===== src/rtl/serial_deser_pkg.sv =====
// Shared types and sizing helpers for the serial deserializer slice.
package serial_deser_pkg;

  typedef enum logic {
    IDLE  = 1'b0,
    SHIFT = 1'b1
  } state_t;

  // Counter must reach the full frame length (data bits plus optional parity bit).
  function automatic int cnt_width(input int data_width, input bit parity_en);
    return $clog2(data_width + 1 + int'(parity_en));
  endfunction

endpackage


===== src/rtl/serial_deser_hold.sv =====
// Single-entry output holding register with valid/ready handshake and sticky overrun.
module serial_deser_hold
  import serial_deser_pkg::*;
#(
  parameter int DATA_WIDTH = 16
) (
  input  logic                  clk,
  input  logic                  resetn,
  input  logic                  load,
  input  logic [DATA_WIDTH-1:0] load_data,
  input  logic                  load_perr,
  input  logic                  dout_ready,
  output logic [DATA_WIDTH-1:0] dout,
  output logic                  dout_valid,
  output logic                  dout_perr,
  output logic                  overrun
);

  logic slot_free;

  // A word may load if the slot is empty or is being consumed this same cycle.
  assign slot_free = !dout_valid || dout_ready;

  always_ff @(posedge clk) begin
    if (!resetn) begin
      dout       <= '0;
      dout_valid <= 1'b0;
      dout_perr  <= 1'b0;
      overrun    <= 1'b0;
    end else begin
      if (load && slot_free) begin
        dout       <= load_data;
        dout_perr  <= load_perr;
        dout_valid <= 1'b1;
      end else if (dout_valid && dout_ready) begin
        dout_valid <= 1'b0;
      end
      if (load && !slot_free) begin
        overrun <= 1'b1;
      end
    end
  end

endmodule


===== src/rtl/serial_deserializer.sv =====
// LSB-first serial-to-parallel receiver with start framing and a held output word.
// Optional even-parity bit per word enabled by defining DESER_PARITY_EN.
module serial_deserializer
  import serial_deser_pkg::*;
#(
  parameter int DATA_WIDTH = 16
) (
  input  logic                  clk,
  input  logic                  resetn,
  input  logic                  sin,
  input  logic                  sin_valid,
  input  logic                  sin_start,
  output logic [DATA_WIDTH-1:0] dout,
  output logic                  dout_valid,
  input  logic                  dout_ready,
  output logic                  dout_perr,
  output logic                  overrun,
  output logic                  sync_err
);

`ifdef DESER_PARITY_EN
  localparam bit PARITY_EN = 1'b1;
`else
  localparam bit PARITY_EN = 1'b0;
`endif

  localparam int FRAME_LEN = DATA_WIDTH + int'(PARITY_EN);
  localparam int CW        = cnt_width(DATA_WIDTH, PARITY_EN);
  localparam logic [CW-1:0] LAST_IDX = CW'(FRAME_LEN - 1);

  state_t               state, state_next;
  logic [CW-1:0]        cnt;
  logic [FRAME_LEN-1:0] shift_reg, frame_next;
  logic                 last_bit, take_start, take_bit, resync, complete, frame_perr;

  assign last_bit = (cnt == LAST_IDX);
  // Bits above cnt are always zero, so OR-ing in the new bit places it at its index.
  assign frame_next = shift_reg | (FRAME_LEN'(sin) << cnt);

`ifdef DESER_PARITY_EN
  assign frame_perr = ^frame_next;
`else
  assign frame_perr = 1'b0;
`endif

  // NOTE: state is updated with non-blocking assignments so every flop samples pre-edge values.
  always_ff @(posedge clk) begin
    if (!resetn) state <= IDLE;
    else         state <= state_next;
  end

  // NOTE: every output of a combinational block gets a default first, so no latch is inferred.
  always_comb begin
    state_next = state;
    case (state)
      IDLE:    if (sin_valid && sin_start) state_next = SHIFT;
      SHIFT:   if (sin_valid && !sin_start && last_bit) state_next = IDLE;
      default: state_next = IDLE;
    endcase
  end

  always_comb begin
    take_start = sin_valid && sin_start;
    take_bit   = (state == SHIFT) && sin_valid && !sin_start;
    resync     = (state == SHIFT) && sin_valid && sin_start;
    complete   = take_bit && last_bit;
  end

  always_ff @(posedge clk) begin
    if (!resetn) begin
      cnt       <= '0;
      shift_reg <= '0;
      sync_err  <= 1'b0;
    end else begin
      sync_err <= resync;
      if (take_start) begin
        shift_reg <= FRAME_LEN'(sin);
        cnt       <= CW'(1);
      end else if (complete) begin
        shift_reg <= '0;
        cnt       <= '0;
      end else if (take_bit) begin
        shift_reg <= frame_next;
        cnt       <= cnt + CW'(1);
      end
    end
  end

  serial_deser_hold #(
    .DATA_WIDTH(DATA_WIDTH)
  ) u_hold (
    .clk        (clk),
    .resetn     (resetn),
    .load       (complete),
    .load_data  (frame_next[DATA_WIDTH-1:0]),
    .load_perr  (frame_perr),
    .dout_ready (dout_ready),
    .dout       (dout),
    .dout_valid (dout_valid),
    .dout_perr  (dout_perr),
    .overrun    (overrun)
  );

endmodule


===== config.mk =====
export PLATFORM = sky130hd
export DESIGN_NAME = serial_deserializer
export DESIGN_NICKNAME = d
export VERILOG_FILES = /design/src/rtl/serial_deser_pkg.sv /design/src/rtl/serial_deser_hold.sv /design/src/rtl/serial_deserializer.sv
export SDC_FILE = /design/constraint.sdc
export NUM_CORES = 1
export LEC_CHECK = 0
export CORE_MARGIN = 2
export CORE_UTILIZATION = 57
export CTS_CLUSTER_SIZE = 24
export DETAILED_ROUTE_END_ITERATION = 10
export PLACE_DENSITY = 0.83
export SETUP_SLACK_MARGIN = 0.4
export SYNTH_ARGS = -nofsm -noshare
export SYNTH_HDL_FRONTEND = slang
export SYNTH_SLANG_ARGS = --single-unit

===== constraint.sdc =====
create_clock -name clk -period 2.65 [get_ports clk]
set_input_delay 0.265 -clock clk [delete_from_list [all_inputs] [get_ports clk]]
set_output_delay 0.265 -clock clk [all_outputs]
set_load 0.01 [all_outputs]

==> out/results.txt <==
CP startpoint - cnt[0]
Clock Latency Late Sink - 0.36 ns
DPL Wire Length - 2.77 mm
vias - 1546
hold_buf cts - 0
IO Count - 26
Worst R2R End - u_hold.dout[3]
# setup viols final - 0
worst setup path class - flip-flop to flip-flop
total CTS buffers - 5
R2R Setup Slk - 0.64 ns
Worst IR Drop VDD - 0.000355 V
Fin Setup TNS - 0 ns
Worst Setup EP - u_hold.dout[3]
1st-pass router iterations - 4
Synth Area per Inst - 9.25 sq um
die width - 59.8 um
worst reg-to-reg path cell count - 6
Final Wtd Congestion - 0.788
CTS tree - built
Cell variety after synth - 37
hold depth - 2
Sink Count - 41
Pleak - 0.678 nW
chip height - 59.8 um
ANT cells - 0
Mapped Area - 1780 sq um
Cells after Synth - 192
Rows - 20
max_cap viols - 0
H-tree depth - 2
Initial Util - 0.591
Worst EP arrival - 2.22 ns
# DRC - 0
fin. max-slew vios - 0
Setup Fix Bufs, Post-CTS - 0
global route overflow - 0
pin count of the biggest net entering global routing - 22
clock skew - 0.0124 ns
core area - 3000 sq um
Post-DRT Antenna Nets - 0
crit-path max FO - 21
synth warn - 0
routed wire length - 4.06 mm
Worst R2R Start - cnt[0]
P&R area growth vs syn - 16.2%
minimum clock period - 2.01 ns
post-CTS resize count - 0
Peak Freq - 498 MHz
layout cell share with drive strength beyond 1 - 0.129
Seq/Total Area, Yosys - 0.462
first-pass GRT wire length - 6.62 mm
RSZ-0062 raised after global routing - no
Power Dens Cells - 524 nW/um^2
final hold violation count - 0
Critical Path Source Type - flip-flop
Clk Tree Root Cell - clkbuf_4
total track usage - 0.248
worst-case clock buffer depth - 2
post-route cell area - 2060 sq um
syn_nets - 200
status - complete, no violations
endpoint class of the critical path - flip-flop
Worst Tran Pin Value - 0.829 ns
normalized max-slew margin - 0.446
Hold Path Class - flip-flop to flip-flop
detailed router's first-iteration violation count - 96
Tcrit/Tclk final - 0.757
layout net count - 217
clock transition at the registers of the reported paths - 0.13 ns
Post-DP Area - 1990 sq um
Die ar. - 3580 sq um
WL/cell - 16.8 um
CP Data Required Time - 2.86 ns
initial antenna violation count - 0
port buffer count - 24
vias in the first global route - 1492
Via density - 6.39
#FFs+latches synth - 41
## cells in the final DEF, fill, tap and decap left out, types with 2 or more instances in the layout
master / Yosys / final
dfxtp_1: 41 / 41
a31oi_1: 31 / 31
clkdlybuf4s50_1: 0 / 24
a21oi_1: 21 / 21
nor2_1: 20 / 20
a211oi_2: 10 / 10
nand2_1: 8 / 8
a211oi_1: 7 / 7
buf_4: 2 / 7
clkbuf_4: 0 / 5
inv_1: 4 / 4
o21ai_0: 3 / 3
nor4bb_1: 2 / 2
nor2b_1: 2 / 2
ha_1: 2 / 2
## logic make-up (layout without fill, tap and decap cells)
kind of cell	count (synthesis)	count (layout)	synth area share
xor+xnor	1	1	0.00493
other cells	1	1	0.00211
flops	41	41	0.462
fa+ha+maj	2	2	0.0141
buf+inv	25	42	0.0754
compound gates	77	77	0.300
simple gates	45	45	0.141
## worst max-delay path: stages, from the launching register on
cell	delay, ns
dfxtp_1	0.54
ha_1	0.22
and3_1	0.16
ha_1	0.16
buf_4	0.26
and3_4	0.40
a211oi_1	0.11
## stage by stage
step                      total power, mW   util  worst slack (ns)  hold WS, ns  std cells
after floorplan                     0.677      -             0.838        0.379        192
after global placement              0.694  0.663             0.660        0.448        235
after detailed placement            0.697  0.663             0.583        0.459        235
after CTS                            1.08  0.687             0.664        0.487        242
after global routing                 1.12  0.687             0.524        0.506        242
final                                1.08  0.687             0.644        0.485        242
## cell usage after synthesis, drive strengths merged
cell	instances	area [sq um]
nor3b	1	7.51
a21oi	21	105
o21a	1	7.51
buf	10	77.6
a31oi	31	194
a22oi	1	7.51
and4b	1	10.0
a32oi	1	8.76
a211oi	17	178
nand4b	1	8.76
conb	1	3.75
ha	2	25.0
inv	4	15.0
and3b	1	8.76
nor4bb	2	20.0
and2	1	6.26
xor2	1	8.76
nand2	8	30.0
o21ai	4	23.8
nor2b	2	12.5
nand3b	1	7.51
or3	1	6.26
nor2	20	75.1
nor4b	1	23.8
clkbuf	11	41.3
dfxtp	41	821
and3	2	17.5
nor3	1	5.00
o32ai	1	8.76
nand3	1	5.00
nand2b	1	6.26
## how the worst min path moves through the flow
stage,slack (ns),endpoint,from
after floorplan,0.38,sync_err,sin_start
after global placement,0.45,shift_reg[4],shift_reg[4]
after detailed placement,0.46,shift_reg[7],shift_reg[7]
after CTS,0.49,shift_reg[7],shift_reg[7]
after global routing,0.51,u_hold.overrun,u_hold.overrun
final,0.49,shift_reg[7],shift_reg[7]
## layout make-up
class | count | area (sq um)
inverters | 4 | 15.0
clock buffers | 5 | 37.5
flip-flops and latches | 41 | 821
clock inverters | 2 | 35.0
repair buffers | 31 | 293
multi-input cells | 126 | 821
fillers | 242 | 940
well taps | 33 | 41.3
## metal layers
layer  global-route usage  wire length (um)
met1                0.294              1670
met2                0.407              2040
met3               0.0844               284
met4                0.102                55
met5                    0                 0
## where the power goes
group	switching [mW]	total, mW	internal (mW)
logic	0.0355	0.0572	0.0218
clock network	0.206	0.398	0.192
registers	0.00666	0.627	0.620
Note: power is estimated with default switching activity, not from simulation.
